$ cat src/rtl/lock_sequencer.sv
// Supervisory FSM for the keypad password lock: unlock timing, failed-attempt
// accounting, lockout, alarm and entry timeout around the password register.
module lock_sequencer #(
  parameter int UNLOCK_CYCLES  = 100,
  parameter int LOCK_CYCLES    = 1000,
  parameter int TIMEOUT_CYCLES = 500,
  parameter int MAX_TRIES      = 3,
  parameter int MAX_LOCKOUTS   = 2,
  parameter int CNT_W          = 32
) (
  input  logic       CLK,
  input  logic       RST,
  input  logic       key_valid,
  input  logic       correct,
  input  logic [3:0] error_count,
  input  logic       clear_alarm,
  output logic       reg_rstn,
  output logic       key_enable,
  output logic       unlock,
  output logic       locked,
  output logic       alarm,
  output logic [3:0] fail_cnt,
  output logic [2:0] state
);

  typedef enum logic [2:0] {
    S_IDLE     = 3'd0,
    S_ENTRY    = 3'd1,
    S_UNLOCKED = 3'd2,
    S_CLR      = 3'd3,
    S_LOCKOUT  = 3'd4,
    S_ALARM    = 3'd5
  } state_t;

  localparam logic [CNT_W-1:0] L_UNLOCK_END = CNT_W'(UNLOCK_CYCLES - 1);
  localparam logic [CNT_W-1:0] L_LOCK_END   = CNT_W'(LOCK_CYCLES - 1);
  localparam logic [CNT_W-1:0] L_TMO_END    = CNT_W'(TIMEOUT_CYCLES - 1);
  localparam logic [4:0]       L_MAX_TRIES  = 5'(MAX_TRIES);
  localparam logic [3:0]       L_MAX_LOCKS  = 4'(MAX_LOCKOUTS);

  state_t           r_state;
  state_t           w_state_nx;
  logic [CNT_W-1:0] r_timer;
  logic [CNT_W-1:0] w_timer_nx;
  logic [CNT_W-1:0] w_timer_inc;
  logic [3:0]       r_fail;
  logic [3:0]       w_fail_nx;
  logic [3:0]       r_lock;
  logic [3:0]       w_lock_nx;
  logic [3:0]       w_lock_inc;
  logic [4:0]       w_fail_inc;
  logic             r_prev_correct;
  logic [3:0]       r_prev_err;
  logic             w_corr_evt;
  logic             w_err_evt;

  // A drop to zero comes from a clear, never from a wrong entry
  assign w_corr_evt = correct & ~r_prev_correct;
  assign w_err_evt  = (error_count != r_prev_err) && (error_count != 4'd0);

  assign w_timer_inc = (&r_timer) ? r_timer : r_timer + 1'b1;
  assign w_fail_inc  = {1'b0, r_fail} + 5'd1;
  assign w_lock_inc  = (&r_lock) ? r_lock : r_lock + 4'd1;

  always_ff @(posedge CLK) begin
    if (RST) begin
      r_state        <= S_IDLE;
      r_timer        <= '0;
      r_fail         <= 4'd0;
      r_lock         <= 4'd0;
      r_prev_correct <= 1'b0;
      r_prev_err     <= 4'd0;
    end else begin
      r_state        <= w_state_nx;
      r_timer        <= w_timer_nx;
      r_fail         <= w_fail_nx;
      r_lock         <= w_lock_nx;
      r_prev_correct <= correct;
      r_prev_err     <= error_count;
    end
  end

  always_comb begin
    w_state_nx = r_state;
    w_timer_nx = w_timer_inc;
    w_fail_nx  = r_fail;
    w_lock_nx  = r_lock;
    unique case (r_state)
      S_IDLE, S_ENTRY: begin
        if (w_corr_evt) begin
          w_state_nx = S_UNLOCKED;
          w_fail_nx  = 4'd0;
          w_lock_nx  = 4'd0;
        end else if (w_err_evt) begin
          w_timer_nx = '0;
          if (w_fail_inc < L_MAX_TRIES) begin
            w_fail_nx  = w_fail_inc[3:0];
            w_state_nx = S_ENTRY;
          end else begin
            w_fail_nx  = 4'd0;
            w_lock_nx  = w_lock_inc;
            w_state_nx = S_LOCKOUT;
          end
        end else if (key_valid) begin
          w_state_nx = S_ENTRY;
          w_timer_nx = '0;
        end else if (r_state == S_ENTRY) begin
          if (r_timer == L_TMO_END) begin
            w_state_nx = S_CLR;
            w_fail_nx  = 4'd0;
          end
        end else begin
          w_timer_nx = r_timer;
        end
      end
      S_UNLOCKED: begin
        if (r_timer == L_UNLOCK_END) w_state_nx = S_CLR;
      end
      S_CLR: begin
        w_state_nx = S_IDLE;
      end
      S_LOCKOUT: begin
        if (r_timer == L_LOCK_END)
          w_state_nx = (r_lock == L_MAX_LOCKS) ? S_ALARM : S_IDLE;
      end
      S_ALARM: begin
        if (clear_alarm) begin
          w_state_nx = S_IDLE;
          w_fail_nx  = 4'd0;
          w_lock_nx  = 4'd0;
        end
      end
      default: begin
        w_state_nx = S_IDLE;
      end
    endcase
    if (w_state_nx != r_state) w_timer_nx = '0;
  end

  always_comb begin
    key_enable = 1'b0;
    unlock     = 1'b0;
    locked     = 1'b0;
    alarm      = 1'b0;
    reg_rstn   = ~RST;
    unique case (r_state)
      S_IDLE, S_ENTRY: key_enable = 1'b1;
      S_UNLOCKED:      unlock     = 1'b1;
      S_CLR:           reg_rstn   = 1'b0;
      S_LOCKOUT: begin
        locked   = 1'b1;
        reg_rstn = 1'b0;
      end
      S_ALARM: begin
        alarm    = 1'b1;
        reg_rstn = 1'b0;
      end
      default: key_enable = 1'b0;
    endcase
  end

  assign fail_cnt = r_fail;
  assign state    = r_state;

endmodule

$ cat config.mk
export PLATFORM = sky130hd
export DESIGN_NAME = lock_sequencer
export DESIGN_NICKNAME = d
export VERILOG_FILES = /design/src/rtl/lock_sequencer.sv
export SDC_FILE = /design/constraint.sdc
export NUM_CORES = 1
export LEC_CHECK = 0
export BUFFER_PORTS_ARGS = -buffer_cell sky130_fd_sc_hd__buf_2
export CORE_UTILIZATION = 55
export CTS_BUF_LIST = sky130_fd_sc_hd__clkbuf_16
export CTS_CLUSTER_DIAMETER = 60
export DETAILED_ROUTE_END_ITERATION = 7
export PLACE_DENSITY = 0.74
export SLEW_MARGIN = 30
export SYNTH_ARGS = -nofsm -noshare
export SYNTH_HDL_FRONTEND = slang
export SYNTH_SLANG_ARGS = --single-unit
$ cat constraint.sdc
create_clock -name CLK -period 3.35 [get_ports CLK]
set_input_delay 0.1675 -clock CLK [delete_from_list [all_inputs] [get_ports CLK]]
set_output_delay 0.1675 -clock CLK [all_outputs]
set_load 0.02 [all_outputs]
==> results of run 1 <==
==> where the power goes <==
| group | switching, uW | total [uW] | internal (uW) |
|---|---|---|---|
| Clock | 207 | 555 | 348 |
| Sequential | 28.0 | 618 | 590 |
| Combinational | 176 | 278 | 101 |
==> cell usage after synthesis, types with 4 or more instances <==
| master | instances |
|---|---|
| inv_1 | 5 |
| nor3_2 | 7 |
| a21o_1 | 4 |
| buf_2 | 4 |
| dfxtp_1 | 48 |
| xnor2_1 | 23 |
| or2_2 | 4 |
| nand2_1 | 25 |
| nand3_1 | 15 |
| nand4_1 | 7 |
| and2_1 | 7 |
| nor3_1 | 19 |
| and3_1 | 8 |
| clkbuf_1 | 6 |
| ha_1 | 4 |
| and4_1 | 6 |
| xor2_1 | 11 |
| nor4_1 | 15 |
| nor2b_1 | 9 |
| nor2_1 | 38 |
| mux2i_1 | 4 |
| or3_1 | 5 |
| o21ai_0 | 7 |
| a21oi_1 | 8 |
==> cells by family (layout without fill, tap and decap cells) <==
| family | after synthesis | count (layout) | synth area share, % |
|---|---|---|---|
| buffers and inverters | 20 | 35 | 3.902 |
| AOI/OAI and AO/OA | 38 | 38 | 12.24 |
| DFF | 48 | 48 | 34.06 |
| muxes | 4 | 4 | 1.419 |
| adders and majority gates | 4 | 4 | 1.774 |
| and+or+nand+nor | 182 | 182 | 36.05 |
| xor gates and xnor gates | 34 | 34 | 10.55 |
==> how the worst max path moves through the flow <==
| stage | cells after the start | slack [ns] | from | to |
|---|---|---|---|---|
| after global placement | 8 | 0.88 | r_timer[0]$_SDFFE_PP0P_ | r_timer[0]$_SDFFE_PP0P_ |
| final | 8 | 0.82 | r_timer[0]$_SDFFE_PP0P_ | r_timer[4]$_SDFFE_PP0P_ |
| after global routing | 8 | 0.66 | r_timer[0]$_SDFFE_PP0P_ | r_timer[4]$_SDFFE_PP0P_ |
| after CTS | 8 | 0.81 | r_timer[0]$_SDFFE_PP0P_ | r_timer[4]$_SDFFE_PP0P_ |
| after detailed placement | 8 | 0.84 | r_timer[0]$_SDFFE_PP0P_ | r_timer[4]$_SDFFE_PP0P_ |
| after floorplan | 7 | 0.78 | state[2]$_SDFF_PP0_ | r_timer[0]$_SDFFE_PP0P_ |
==> routing by layer <==
layer,vias up,share of wire [%]
met5,-,0
met4,0,1.6
met3,10,4.5
met2,67,47
met1,1137,47
li1,1205,-
==> sequential cells by signal, indices dropped and copies added, names as in the netlist <==
register,flops
r_lock,4
fail_cnt,4
state,3
r_prev_err,4
r_timer,32
r_prev_correct,1
==> metrics by stage <==
stage	cells	worst slack [ns]	instance area (um2)	power, uW	hold WS [ns]
floorplan	330	0.7754	2821	853.9	0.2957
global placement	404	0.8829	2929	902.1	0.4023
detailed placement	404	0.8429	2929	907.1	0.4216
CTS	412	0.8116	3093	1458	0.1367
global route	412	0.6620	3093	1519	0.1442
finish	412	0.8165	3093	1451	0.1345
==> critical path: stages (launching register included) <==
cell     delay [ns]
dfxtp_1        0.38
ha_1           0.23
nor4b_2        0.21
nand4_1        0.24
or3_1          0.42
o31a_1         0.29
o21ai_4        0.14
buf_4          0.36
nor2_1         0.11
==> area by class of cell <==
type                            count  area [um2]  area share [%]
Clock buffer                        5       125.1           4.045
Tap cell                           67       83.83           2.710
Clock inverter                      3       38.79           1.254
Multi-Input combinational cell    262        1750           56.59
Inverter                            5       18.77          0.6068
Sequential cell                    48       960.9           31.07
Timing Repair Buffer               22       115.1           3.722
==> metrics.cfg, run 1 <==
[status]
status = complete, no violations

[cts]
clockBufferDepth = 2
cts-root-buf = clkbuf_16
h-tree-depth = 2
cts_buffers = 5
cts_tree = done
cts_setup_buffers = 0
clock_latency_ns = 0.28
postCtsResizedCells = 0
hold_buffers = 0
path_clk_slew_ns = 0.07
cts_sinks = 48

[timing]
final_hold_viol_count = 0
tns_ns = 0
rsz0062_at_grt = no
slew-limit-headroom_pct = 51.62
period_needed_ns = 2.533
finalMaxSlewViolations = 0
finalClockSkew_ns = 0.005243
fmax_ghz = 0.3947
finalSetupViolations = 0
min_period_over_period_pct = 75.63
worst_pin_slew_ns = 0.7232

[die]
io_pins = 21
fp.dieH_um = 73.63
initial_utilization_pct = 58.57
core_mm2 = 0.004817
rows = 25
die_w_um = 73.63
die-area_mm2 = 0.005421

[critical_path]
end_kind = flip-flop
worstSetupPathType = flip-flop to flip-flop
cp-start-kind = flip-flop
required_ns = 3.51
ff2ff_setup_slack_ns = 0.82
crit_fanout = 32
timing.rr.start = r_timer[0]$_SDFFE_PP0P_
worstPathArrival_ns = 2.69
reg2reg_depth = 8
r2r_end = r_timer[4]$_SDFFE_PP0P_

[yosys]
synth_area_leaders = dfxtp_1 (34%), xnor2_1 (7.1%), nor2_1 (5.1%)
synthesis.area_mm2 = 0.002821
ys_seq_area_share_pct = 34.06
syn_avg_cell_area_um2 = 8.550
synth_edf_count = 0
ys_ff_latch = 48
ys_types = 53
yosysTopAreaCell = dfxtp_1
ys_warn_count = 0
synthFlopType = dfxtp_1
netlist.area_leader.share_pct = 34.06
synth-async-reset-ratio_pct = 0
syn_inst = 330
synth.net_count = 343

[final_layout]
area_growth_pct = 9.623
mostFrequentLayoutCell = dfxtp_1
final_util_pct = 64.21
layout-drive-gt1-share_pct = 14.78
final_cell_mix = dfxtp_1 (48), nor2_1 (38), nand2_1 (25), xnor2_1 (23), buf_2 (20)
final_nets = 357
fill_cells = 451
n_antenna_cell = 0

[worst_hold_path]
min-delay-start = error_count[2]
hold-path-endpoint = r_prev_err[2]$_SDFF_PP0_
hold_depth = 2
hold_path.class = primary input to flip-flop

[grt]
grt_pass1_wl_mm = 10.33
grt_use_total_pct = 24.18
antenna_found_initial = 0
grt_max_degree = 33
grt_pass1_vias = 2260
use_met1_pct = 32.41
met2_usage_pct = 40.06
use_met3_pct = 3.978
grt_overflow = 0
grt_busiest_layer = met2

[placement]
place_congestion = 0.8844
io_buffers = 20
dp_hpwl_mm = 4.385

[routing]
wl_per_cell_um = 14.78
viasPerCell = 5.871
wl_mm = 6.089
drt-initial-drc-count = 164
drc = 0
vias = 2419
detail-route-antenna-nets = 0
first_pass_iters = 5

[power_and_ir_drop]
p_per_area_mw_per_mm2 = 469.1
ir_drop_mv = 0.2740
p_leak_uw = 0.001107

[run]
max_cap_viol_count = 0

(Power assumes the default switching activity.)
==> inputs of run 2 (changes only) <==
==> constraint.sdc (replaced) <==
create_clock -name CLK -period 2.4 [get_ports CLK]
set_input_delay 0.12 -clock CLK [delete_from_list [all_inputs] [get_ports CLK]]
set_output_delay 0.12 -clock CLK [all_outputs]
set_load 0.02 [all_outputs]
==> run 2 against run 1 <==
  * Non-clock buffer count up 16
  * Worst setup slack got worse by 0.66 ns
  * Global-route usage increased by 0.42 points
  * First-iteration DRC count up 2.4%
  * Sequential cell count did not move
  * Die area unchanged
  * Largest power group unchanged
  * Highest routed layer unchanged
==> metrics.cfg, run 2 (synthesis gave the netlist of run 1 again) <==
[status]
status = complete, no violations

[critical_path]
ff2ff_setup_slack_ns = 0.15
required_ns = 2.57
end_kind = flip-flop
worstPathArrival_ns = 2.42
crit_fanout = 15
cp-start-kind = flip-flop
timing.rr.start = r_timer[0]$_SDFFE_PP0P_
crit_start = r_timer[0]$_SDFFE_PP0P_
worstSetupPathType = flip-flop to flip-flop

[routing]
wl_per_cell_um = 14.28
wl_met2_mm = 2.894
first_pass_iters = 4
drc = 0
met3WireLength_um = 210
wl_met1_mm = 2.892
viasPerCell = 5.682
wl_mm = 6.112
vias = 2432
drt-initial-drc-count = 168
highest_layer = met4
detail-route-antenna-nets = 0

[cts]
clock_latency_ns = 0.29
path_clk_slew_ns = 0.06
cts_tree = done
clockBufferDepth = 2
cts_sinks = 48
h-tree-depth = 2
cts_buffers = 5
cts-root-buf = clkbuf_16

[timing]
finalMaxSlewViolations = 0
worst_slack_ns = 0.1539
fmax_ghz = 0.4452
tns_ns = 0
min_period_over_period_pct = 93.59
final_hold_viol_count = 0
slew-limit-headroom_pct = 67.18
worst_pin_slew_ns = 0.4905
finalSetupViolations = 0
finalClockSkew_ns = 0.005632
period_needed_ns = 2.246
rsz0062_at_grt = no

[final_layout]
final_cell_mix = dfxtp_1 (48), nor2_1 (38), nand2_1 (25), xnor2_1 (23), buf_2 (20)
largest_reg_flops = 32
final_nets = 373
largest_register = r_timer
n_antenna_cell = 0
area_growth_pct = 16.41
layout-drive-gt1-share_pct = 18.84
mostFrequentLayoutCell = dfxtp_1
fill_cells = 426

[die]
io_pins = 21
die-area_mm2 = 0.005421
rows = 25
core_mm2 = 0.004817
die_w_um = 73.63
fp.dieH_um = 73.63
initial_utilization_pct = 58.57

[placement]
place_congestion = 0.8816
io_buffers = 20
dp_hpwl_mm = 4.525
place_ws_ns = 0.08473

[power_and_ir_drop]
p_per_area_mw_per_mm2 = 643.3
p_leak_uw = 0.001207
ir_drop_mv = 0.3517

[worst_hold_path]
hold_path.class = primary input to flip-flop
min-delay-start = correct

[grt]
grt_use_total_pct = 24.60
grt_max_degree = 24
grt_overflow = 0
grt_pass1_vias = 2332
antenna_found_initial = 0
grt_pass1_wl_mm = 10.35

[run]
max_cap_viol_count = 0

## run 2: worst paths after layout
path | cells after the start | endpoint
hold reg to reg | 2 | fail_cnt[0]$_SDFFE_PP0P_
setup reg to reg | 8 | r_timer[0]$_SDFFE_PP0P_
hold / removal | 2 | r_prev_correct$_SDFF_PP0_
setup / recovery | 8 | r_timer[0]$_SDFFE_PP0P_
## run 2: report_power, final
part | switching (uW) | internal [uW]
sequential | 31.7 | 823
combinational | 267 | 197
clock | 304 | 490
total | 602 | 1510
## run 2: what timing repair did
action | CTS | global route
hold buffers | 0 | 0
gates resized for setup | 0 | 1
setup endpoints to repair | 0 | 9
setup buffers | 0 | 1
## run 2: per-stage QoR
step                      area, um2  std cells  hold WS, ns  total power [uW]  util (%)
after floorplan                2826        330       0.2482              1193         -
after global placement         3084        419       0.3560              1299     64.03
after detailed placement       3084        419       0.3643              1303     64.03
after CTS                      3252        427      0.07105              2096     67.51
after global routing           3284        428      0.08857              2200     68.18
final                          3284        428      0.07354              2113     68.18
## run 2: final cells by class
class | count | area, um2 | share of cell area [%]
multi-input cells | 262 | 1768 | 53.83
flip-flops and latches | 48 | 960.9 | 29.26
repair buffers | 38 | 285.3 | 8.686
clock buffers | 5 | 125.1 | 3.810
well taps | 67 | 83.83 | 2.552
clock inverters | 3 | 42.54 | 1.295
inverters | 5 | 18.77 | 0.5714
## run 2: layer usage
layer	GRT usage, %	vias up
met2	42.20	51
met3	3.018	12
met4	9.829	0
li1	-	1232
met5	0	-
met1	31.19	1137
## run 2: worst max-delay path: stages, from the launching register on
cell,delay [ns]
dfxtp_1,0.38
ha_1,0.23
nor4b_2,0.20
nand4_1,0.15
or3_1,0.40
o31a_1,0.29
o21ai_4,0.23
buf_12,0.18
nor3_1,0.06
==> inputs of run 3 (changes only) <==
--- a/config.mk
+++ b/config.mk
@@ -6,11 +6,10 @@
 export NUM_CORES = 1
 export LEC_CHECK = 0
 export BUFFER_PORTS_ARGS = -buffer_cell sky130_fd_sc_hd__buf_2
-export CORE_UTILIZATION = 55
+export CORE_ASPECT_RATIO = 1.2
+export CORE_UTILIZATION = 30
 export CTS_BUF_LIST = sky130_fd_sc_hd__clkbuf_16
-export CTS_CLUSTER_DIAMETER = 60
 export DETAILED_ROUTE_END_ITERATION = 7
-export PLACE_DENSITY = 0.74
 export SLEW_MARGIN = 30
 export SYNTH_ARGS = -nofsm -noshare
 export SYNTH_HDL_FRONTEND = slang
==> run 3 against run 2 <==
  * Utilization decreased by 31 points
  * Sequential power is essentially flat
  * Sequential share of layout area down 0.51 points
  * Highest routed layer unchanged
  * Final area up 1.8%
  * Sequential cell count unchanged
  * Register-to-register slack got worse by 0.02 ns
  * First-iteration DRC count shrank 25%
  * Clock-buffer cell count did not move
==> metrics.cfg, run 3 (synthesis gave the netlist of run 1 again) <==
[timing]
tns_ns = 0
finalSetupViolations = 0
final_hold_viol_count = 0
min_period_over_period_pct = 94.60
finalMaxSlewViolations = 0
finalClockSkew_ns = 0.006631
rsz0062_at_grt = no
period_needed_ns = 2.270
fmax_ghz = 0.4404
slew-limit-headroom_pct = 55.97
worst_slack_ns = 0.1296
worst_pin_slew_ns = 0.6545

[power_and_ir_drop]
p_switching_uw = 634.4
pwr-share-seq_pct = 42.1
p_leak_uw = 0.001211
p_int_uw = 1390
switching_share_pct = 31.33
p_per_area_mw_per_mm2 = 605.6
p_comb_share_pct = 23.4
clkPwrFrac_pct = 34.5
ir_drop_mv = 0.2667

[placement]
place_ws_ns = 0.1237
place_congestion = 0.8118
io_buffers = 20
dpl-instance-area_mm2 = 0.003115
dp_hpwl_mm = 4.947

[routing]
wl_mm = 6.992
wl_per_cell_um = 14.48
viasPerCell = 5.062
vias = 2445
detail-route-antenna-nets = 0
drt-initial-drc-count = 126
drc = 0
first_pass_iters = 4

[final_layout]
final_cell_mix = dfxtp_1 (48), nor2_1 (38), nand2_1 (25), xnor2_1 (23), buf_2 (20)
mostFrequentLayoutCell = dfxtp_1
final_cell_area_mm2 = 0.003343
largest_register = r_timer
layout-drive-gt1-share_pct = 19.56
fill_cells = 927
final_nets = 375
n_antenna_cell = 0
largest_reg_flops = 32
area_growth_pct = 18.49

[grt]
grt_max_degree = 33
grt_use_total_pct = 14.21
antenna_found_initial = 0
grt_overflow = 0
grt_pass1_wl_mm = 11.30
grt_pass1_vias = 2373

[die]
io_pins = 21
rows = 38
die_w_um = 90.53
die-area_mm2 = 0.009799
initial_utilization_pct = 31.07
fp.dieH_um = 108.2
core_mm2 = 0.009081

[worst_hold_path]
hold-path-endpoint = r_prev_correct$_SDFF_PP0_
hold_depth = 2
min-delay-start = correct
hold_path.class = primary input to flip-flop

[critical_path]
cpPeakStageDelay_ns = 0.38
cp-start-kind = flip-flop
end_kind = flip-flop
worstSetupPathType = flip-flop to flip-flop
critical_path.most_common_cell = buf_4
timing.rr.start = r_timer[1]$_SDFFE_PP0P_
required_ns = 2.59
ff2ff_setup_slack_ns = 0.13
cp_slowest_cell = dfxtp_1
r2r_end = r_timer[17]$_SDFFE_PP0P_
crit_path_cell_trace = ha_1 > nor4b_2 > nand4_1 > buf_4 > buf_4 > o31ai_1 > o32ai_4 > o21ai_4 > clkbuf_16 > nor2_1
crit_fanout = 16
reg2reg_depth = 10
worstPathArrival_ns = 2.46

[cts]
path_clk_slew_ns = 0.07
clockBufferDepth = 2
h-tree-depth = 2
clock_latency_ns = 0.29
cts-root-buf = clkbuf_16
cts_sinks = 48
cts_buffers = 5
cts_tree = done

[run]
max_cap_viol_count = 0

[status]
status = complete, no violations

run 3: worst max-delay path by stage:
stage | from | slack [ns] | end
finish | r_timer[1]$_SDFFE_PP0P_ | 0.13 | r_timer[17]$_SDFFE_PP0P_
detailed placement | r_timer[0]$_SDFFE_PP0P_ | 0.12 | r_timer[1]$_SDFFE_PP0P_
global placement | r_lock[0]$_SDFFE_PP0P_ | 0.15 | r_timer[1]$_SDFFE_PP0P_
floorplan | state[2]$_SDFF_PP0_ | 0.12 | r_timer[0]$_SDFFE_PP0P_
global route | r_timer[0]$_SDFFE_PP0P_ | 0.005 | r_timer[23]$_SDFFE_PP0P_
CTS | r_timer[0]$_SDFFE_PP0P_ | 0.11 | r_timer[1]$_SDFFE_PP0P_
run 3: power by group through the flow:
stage          Clock, uW  Sequential (uW)  Combinational (uW)
2_1_floorplan          0              876                 318
3_3_place_gp           0              869                 427
3_5_place_dp           0              872                 430
4_1_cts              710              853                 432
5_1_grt              745              858                 519
6_report             698              853                 474
run 3: what timing repair did:
item                       in CTS  in global routing
setup buffers                   0                  4
setup endpoints to repair       0                 22
gates resized for setup         0                  2
hold buffers                    0                  0
run 3: area by class of cell:
type / count / area, um2 / area share, %
clock buffers: 5 / 125.1 / 3.743
clock inverters: 3 / 17.52 / 0.5240
inverters: 5 / 18.77 / 0.5614
multi-input cells: 263 / 1785 / 53.41
flip-flops and latches: 48 / 960.9 / 28.74
well taps: 120 / 150.1 / 4.491
repair buffers: 39 / 285.3 / 8.533
run 3: worst max-delay path, delay by kind of cell (launching register included):
kind | cells | cell delay [ns]
DFF | 1 | 0.38
and+or+nand+nor | 3 | 0.40
buffers and inverters | 3 | 0.54
adders and majority gates | 1 | 0.20
AOI/OAI and AO/OA | 3 | 0.64
run 3: per-stage QoR:
| step | utilization, % | hold WS (ns) | total power [uW] | cells |
|---|---|---|---|---|
| global placement | 34.31 | 0.3739 | 1297 | 469 |
| detailed placement | 34.31 | 0.3735 | 1301 | 469 |
| finish | 36.81 | 0.07728 | 2025 | 483 |
| floorplan | - | 0.2482 | 1193 | 330 |
| global route | 36.81 | 0.1006 | 2123 | 483 |
| CTS | 35.88 | 0.07667 | 1995 | 477 |
run 3: metal layers:
| layer | share of wire [%] | track usage (%) |
|---|---|---|
| met5 | 0 | 0 |
| met4 | 1.6 | 5.069 |
| met3 | 3.0 | 2.321 |
| met2 | 49 | 25.49 |
| met1 | 46 | 17.09 |
